===== config.mk =====
export PLATFORM = sky130hd
export DESIGN_NAME = fetch_queue
export DESIGN_NICKNAME = d
export VERILOG_FILES = /design/src/rtl/fetch_queue.sv
export SDC_FILE = /design/constraint.sdc
export NUM_CORES = 1
export LEC_CHECK = 0
export ABC_CLOCK_PERIOD_IN_PS = 7900
export CELL_PAD_IN_SITES_DETAIL_PLACEMENT = 0
export CELL_PAD_IN_SITES_GLOBAL_PLACEMENT = 1
export CORE_MARGIN = 2
export CORE_UTILIZATION = 50
export DETAILED_ROUTE_END_ITERATION = 10
export DONT_BUFFER_PORTS = 1
export MAX_ROUTING_LAYER = met4
export PLACE_DENSITY = 0.86
export SYNTH_ARGS = -nofsm -noshare
export SYNTH_HDL_FRONTEND = slang
export SYNTH_SLANG_ARGS = --single-unit

===== constraint.sdc =====
create_clock -name CLK -period 7.9 [get_ports CLK]
set_input_delay 1.58 -clock CLK [delete_from_list [all_inputs] [get_ports CLK]]
set_output_delay 1.58 -clock CLK [all_outputs]
set_load 0.005 [all_outputs]

===== src/rtl/fetch_queue.sv =====
// fetch_queue: owns the fetch PC, issues I-cache reads and buffers {instr, pc} in a DEPTH-entry FIFO.
// Define FETCH_BTFN_PREDICT_EN to add static backward-taken branch / jump prediction.
module fetch_queue #(
    parameter int unsigned      WIDTH   = 32,
    parameter logic [WIDTH-1:0] PC_INIT = '0,
    parameter int unsigned      DEPTH   = 4
) (
    input  logic                       CLK,
    input  logic                       RST,
    output logic                       imemREN,
    output logic [WIDTH-1:0]           imemaddr,
    input  logic                       ihit,
    input  logic [WIDTH-1:0]           imemload,
    input  logic                       redirect,
    input  logic [WIDTH-1:0]           redirect_pc,
    input  logic                       halt,
    input  logic                       deq,
    output logic                       inst_valid,
    output logic [WIDTH-1:0]           inst,
    output logic [WIDTH-1:0]           inst_pc,
    output logic [WIDTH-1:0]           inst_npc,
`ifdef FETCH_BTFN_PREDICT_EN
    output logic                       inst_pred_taken,
`endif
    output logic [$clog2(DEPTH+1)-1:0] count
);
    localparam int unsigned      PW   = $clog2(DEPTH);
    localparam int unsigned      CW   = $clog2(DEPTH + 1);
    localparam logic [CW-1:0]    FULL = CW'(DEPTH);
    localparam logic [WIDTH-1:0] FOUR = WIDTH'(4);

    logic [WIDTH-1:0] r_fpc;
    logic [WIDTH-1:0] r_instr [DEPTH];
    logic [WIDTH-1:0] r_pc    [DEPTH];
    logic [PW-1:0]    r_rd_ptr;
    logic [PW-1:0]    r_wr_ptr;
    logic [CW-1:0]    r_count;
    logic             r_halted;

    logic             w_enq;
    logic             w_deq;
    logic [WIDTH-1:0] w_seq_pc;
    logic [WIDTH-1:0] w_next_fpc;

    assign imemREN  = !RST && !r_halted && (r_count < FULL);
    assign imemaddr = r_fpc;
    // Redirect squashes both the returning word and any dequeue in the same cycle.
    assign w_enq    = imemREN && ihit && !redirect;
    assign w_deq    = deq && (r_count != '0) && !redirect;
    assign w_seq_pc = r_fpc + FOUR;

`ifdef FETCH_BTFN_PREDICT_EN
    logic w_pred;
    logic r_pred [DEPTH];

    always_comb begin
        w_pred     = 1'b0;
        w_next_fpc = w_seq_pc;
        case (imemload[31:26])
            6'b000100, 6'b000101: begin
                // Backward branches (negative offset) are predicted taken.
                if (imemload[15]) begin
                    w_pred     = 1'b1;
                    w_next_fpc = w_seq_pc + {{(WIDTH-18){imemload[15]}}, imemload[15:0], 2'b00};
                end
            end
            6'b000010, 6'b000011: begin
                w_pred     = 1'b1;
                w_next_fpc = {w_seq_pc[31:28], imemload[25:0], 2'b00};
            end
            default: ;
        endcase
    end

    always_ff @(posedge CLK) begin
        if (w_enq) begin
            r_pred[r_wr_ptr] <= w_pred;
        end
    end

    assign inst_pred_taken = r_pred[r_rd_ptr];
`else
    assign w_next_fpc = w_seq_pc;
`endif

    always_ff @(posedge CLK) begin
        if (RST) begin
            r_fpc    <= PC_INIT;
            r_rd_ptr <= '0;
            r_wr_ptr <= '0;
            r_count  <= '0;
            r_halted <= 1'b0;
        end else begin
            if (halt) begin
                r_halted <= 1'b1;
            end
            if (redirect) begin
                r_fpc    <= redirect_pc;
                r_rd_ptr <= '0;
                r_wr_ptr <= '0;
                r_count  <= '0;
            end else begin
                if (w_enq) begin
                    r_fpc    <= w_next_fpc;
                    r_wr_ptr <= r_wr_ptr + PW'(1);
                end
                if (w_deq) begin
                    r_rd_ptr <= r_rd_ptr + PW'(1);
                end
                if (w_enq && !w_deq) begin
                    r_count <= r_count + CW'(1);
                end else if (!w_enq && w_deq) begin
                    r_count <= r_count - CW'(1);
                end
            end
        end
    end

    // Payload storage needs no reset; occupancy is tracked by the pointers and count.
    always_ff @(posedge CLK) begin
        if (w_enq) begin
            r_instr[r_wr_ptr] <= imemload;
            r_pc[r_wr_ptr]    <= r_fpc;
        end
    end

    assign inst_valid = (r_count != '0);
    assign inst       = r_instr[r_rd_ptr];
    assign inst_pc    = r_pc[r_rd_ptr];
    assign inst_npc   = r_pc[r_rd_ptr] + FOUR;
    assign count      = r_count;

endmodule


==> impl_results.md <==
- Vias per cell: about 6
- Largest net degree at the start of global routing: 65
- Synth warn: 0
- Combinational power share: ~2.2%
- Hold path endpoint: r_rd_ptr[1]
- Tcrit/Tclk final: approximately two thirds
- Worst setup EP type: output port
- Netlist cell types: 40
- Pwr dens: about 240 nW/µm²
- Placed cell area: approximately 12000 µm²
- CP Class: reg2out
- Post-Syn Area: about 12000 µm²
- Maxcap violations: 0
- Resized Gates After CTS: 0
- Via count: a little over 6000
- Antenna Diode Count: 0
- Flop2flop setup slack: slightly below 5 ns
- Hold depth: 2
- FF-to-FF Start: count[2]
- Top cell type's share of synthesized area: between 60 and 70%
- VDD IR max: ~0.17 mV
- Startpoint type of the worst setup path: register
- Register area: 8540 µm²
- F_max: 0.192 GHz
- Share of post-route cells with drive strength above 1: a little under a fifth
- Die X-Extent: approximately 160 µm
- TritonCTS clock tree: done
- Critical Path RT: around 6.3 ns
- Syn_area_per_cell: roughly 18 µm²
- WL/cell: roughly 24 µm
- Initial DRC count: 423
- Synth area leaders: edfxtp_1 64%, mux4_2 12%, dfxtp_1 7.0%
- Leakage: about 0.0041 µW
- Crit path cell chain: buf_4 -> mux4_2 -> nand3_1 -> nor3_1 -> nand4_1 -> xnor2_1
- I/O pin count: between 200 and 250
- Least-Margin Pin Slew: 1.10 ns
- Asr flop ratio synth: 0%
- Post-synthesis instance total: a little under 700
- Worst hold start: r_rd_ptr[1]
- Die area: 25300 µm²
- CP bufs+invs: 1
- Global-route wire length before repair: 38.1 mm
- PortBufs: 0
- Sequential area share after synthesis: a little under three quarters
- Inserted Clock Buffers: 31
- Utilization after layout: 56.5%
- Cells after DPL: 969
- Worst R2R End: imemaddr[31]
- Final TNS setup: 0 ns
- Pint: ~2600 µW
- Met3 usage: 4.78%
- Status: complete, no violations
- Pre-CTS WS: 3.08 ns
- Slew Limit Headroom: between 20% and 30%
- Antenna viol nets, final: 0
- Clock network fraction of design power: 43.5%
- Cell Rows: 56
- Max Transition Viols Final: 0
- Fill cell count: about 1800
- Worst clock skew: 0.00953 ns
- Final setup fails: 0
- First-pass DRT Iterations: 6
- Post-CTS setup repair buffer count: 0
- Largest delay share family, worst path: simple AND/OR/NAND/NOR gates
- Clk slew on worst S/H paths: 0.06 ns
- Met1 usage: a little over a quarter
- Clock buffer depth: 3
- Hold WC Path Type: reg2reg
- Post-synth EDFFs: 256
- GR peak layer: met2
- Met2 Use GR: around 32%
- Vias in the first global route: between 6000 and 7000
- Area of the multi-input gates: about 3300 µm²
- CP max stage delay: about 0.74 ns
- # clock sinks: approximately 300
- Fin. Hold Viols: 0
- Largest area contributor in the netlist: edfxtp_1
- Final non-filler cell total: about 1000
- Crit path DAT: approximately 3.6 ns
- Die height: roughly 160 µm
- R2r worst-path depth: 5
- RD Place Congestion: approximately 0.84
- Crit Path Max Fanout: 35
- DP Wirelength: roughly 15 mm
- FF+latch count, synth: 298
- GRT overflow: 0
- DRC Markers: 0
- Area Growth Syn to Fin: 10.8%
- Clk root buf: clkbuf_16
- Post-route minimum period: 5.20 ns
- # hold bufs at CTS: 0
- Flop pwr share: a little over half
- Core Footprint: 23500 µm²
- Layout Nets: 761
- Later-pin clock latency in the skew report: about 0.54 ns
- Switch Pwr: ~640 µW
- Final WS setup: 2.70 ns
- Final WL: approximately 25 mm
- Unrepaired setup endpoints after global routing: no
- Switching fraction of total power: around 20%
- Total GRT Usage: around a fifth
- Worst path slowest cell: dfxtp_4
- Post-Syn Nets: 759
- Initial antenna violation count: 0
- Number of H-tree levels: 1
- Ys flop type: edfxtp_1
- Fin area: about 13000 µm²
- Starting Density: approximately 50%
## power groups by stage
stage               registers (µW)  logic, µW  clock network [µW]
floorplan                     1780       63.8                   0
global placement              1800       70.2                   0
detailed placement            1800       72.6                   0
CTS                           1770       73.0                1450
global route                  1770       80.5                1510
finish                        1770       72.2                1410
## flip-flops by register name, indices dropped and copies added (netlist names), named ones only
name / flops
r_wr_ptr: 2
r_halted: 1
count: 3
r_pc: 128
r_rd_ptr: 2
r_instr: 128
imemaddr: 32
## kinds of logic (layout without fill, tap and decap cells)
| kind of cell | after synthesis | after routing | share of synthesized area [%] |
|---|---|---|---|
| compound gates | 40 | 40 | 2.24 |
| xor+xnor | 58 | 58 | 4.23 |
| fa+ha+maj | 8 | 8 | 0.897 |
| buf+inv | 50 | 77 | 1.96 |
| flops | 298 | 298 | 71.1 |
| mux | 69 | 69 | 12.4 |
| simple gates | 158 | 158 | 7.16 |
## cell usage in the layout (no fill, tap or decap), types with 4 or more instances in the layout
cell,Yosys,routed
a211oi_1,19,19
a21oi_1,12,12
and2_1,6,6
and3_1,10,6
and3_4,0,4
and4_1,7,7
clkbuf_16,0,31
clkbuf_8,0,4
clkinv_1,0,6
clkinv_2,0,9
dfxtp_1,42,40
edfxtp_1,256,256
ha_1,7,7
inv_1,17,17
mux2i_1,5,5
mux4_2,64,64
nand2_1,25,25
nand3_1,23,23
nand4_1,16,16
nor2_1,41,41
nor3_1,9,9
nor4_1,9,9
xnor2_1,43,43
xor2_1,15,15
## area by class of cell
| cell class | count | area share, % |
|---|---|---|
| multi-input cells | 333 | 24.6 |
| clock buffers | 38 | 6.33 |
| flip-flops and latches | 298 | 64.2 |
| inverters | 17 | 0.480 |
| clock inverters | 20 | 1.32 |
| well taps | 319 | 3.00 |
| repair buffers | 2 | 0.113 |
## worst max path at each step
| stage | startpoint | end | slack (ns) | depth (start not counted) |
|---|---|---|---|---|
| after floorplan | RST | r_instr[0][0] | 3.36 | 5 |
| after global placement | register | inst_npc[31] | 3.20 | 6 |
| after detailed placement | register | inst_npc[31] | 3.08 | 6 |
| after CTS | register | inst_npc[31] | 2.49 | 6 |
| after global routing | register | inst_npc[31] | 2.34 | 6 |
| final | register | inst_npc[31] | 2.70 | 6 |
## synth_stat cells (3+ instances only)
cell type    n
buf_4        3
a211oi_1    19
mux4_2      64
nor4_1       9
nand4_1     16
and3_1      10
buf_2        8
ha_1         7
inv_1       17
and2_1       6
xor2_1      15
buf_1        3
mux2i_1      5
clkbuf_1    16
xnor2_1     43
nand4_2      3
and4_1       7
nor3_1       9
a21oi_1     12
nand3_1     23
nor2_1      41
dfxtp_1     42
edfxtp_1   256
nand2_1     25
## worst min-delay path, stage by stage, from the launching register on
cell and delay [ns]:
dfxtp_1 0.33, xor2_1 0.06, nor2_1 0.10
## routing by layer
| metal | vias up | wire length (µm) |
|---|---|---|
| met2 | 263 | 12100 |
| met4 | 0 | 273 |
| li1 | 2697 | - |
| met5 | - | 0 |
| met1 | 3171 | 10300 |
| met3 | 32 | 1930 |
## per-stage QoR
stage,power (µW),hold slack (ns)
detailed placement,1870,0.526
floorplan,1850,0.481
global route,3360,0.569
CTS,3290,0.543
global placement,1870,0.510
finish,3250,0.538
Power figures use the tool's default switching activity.
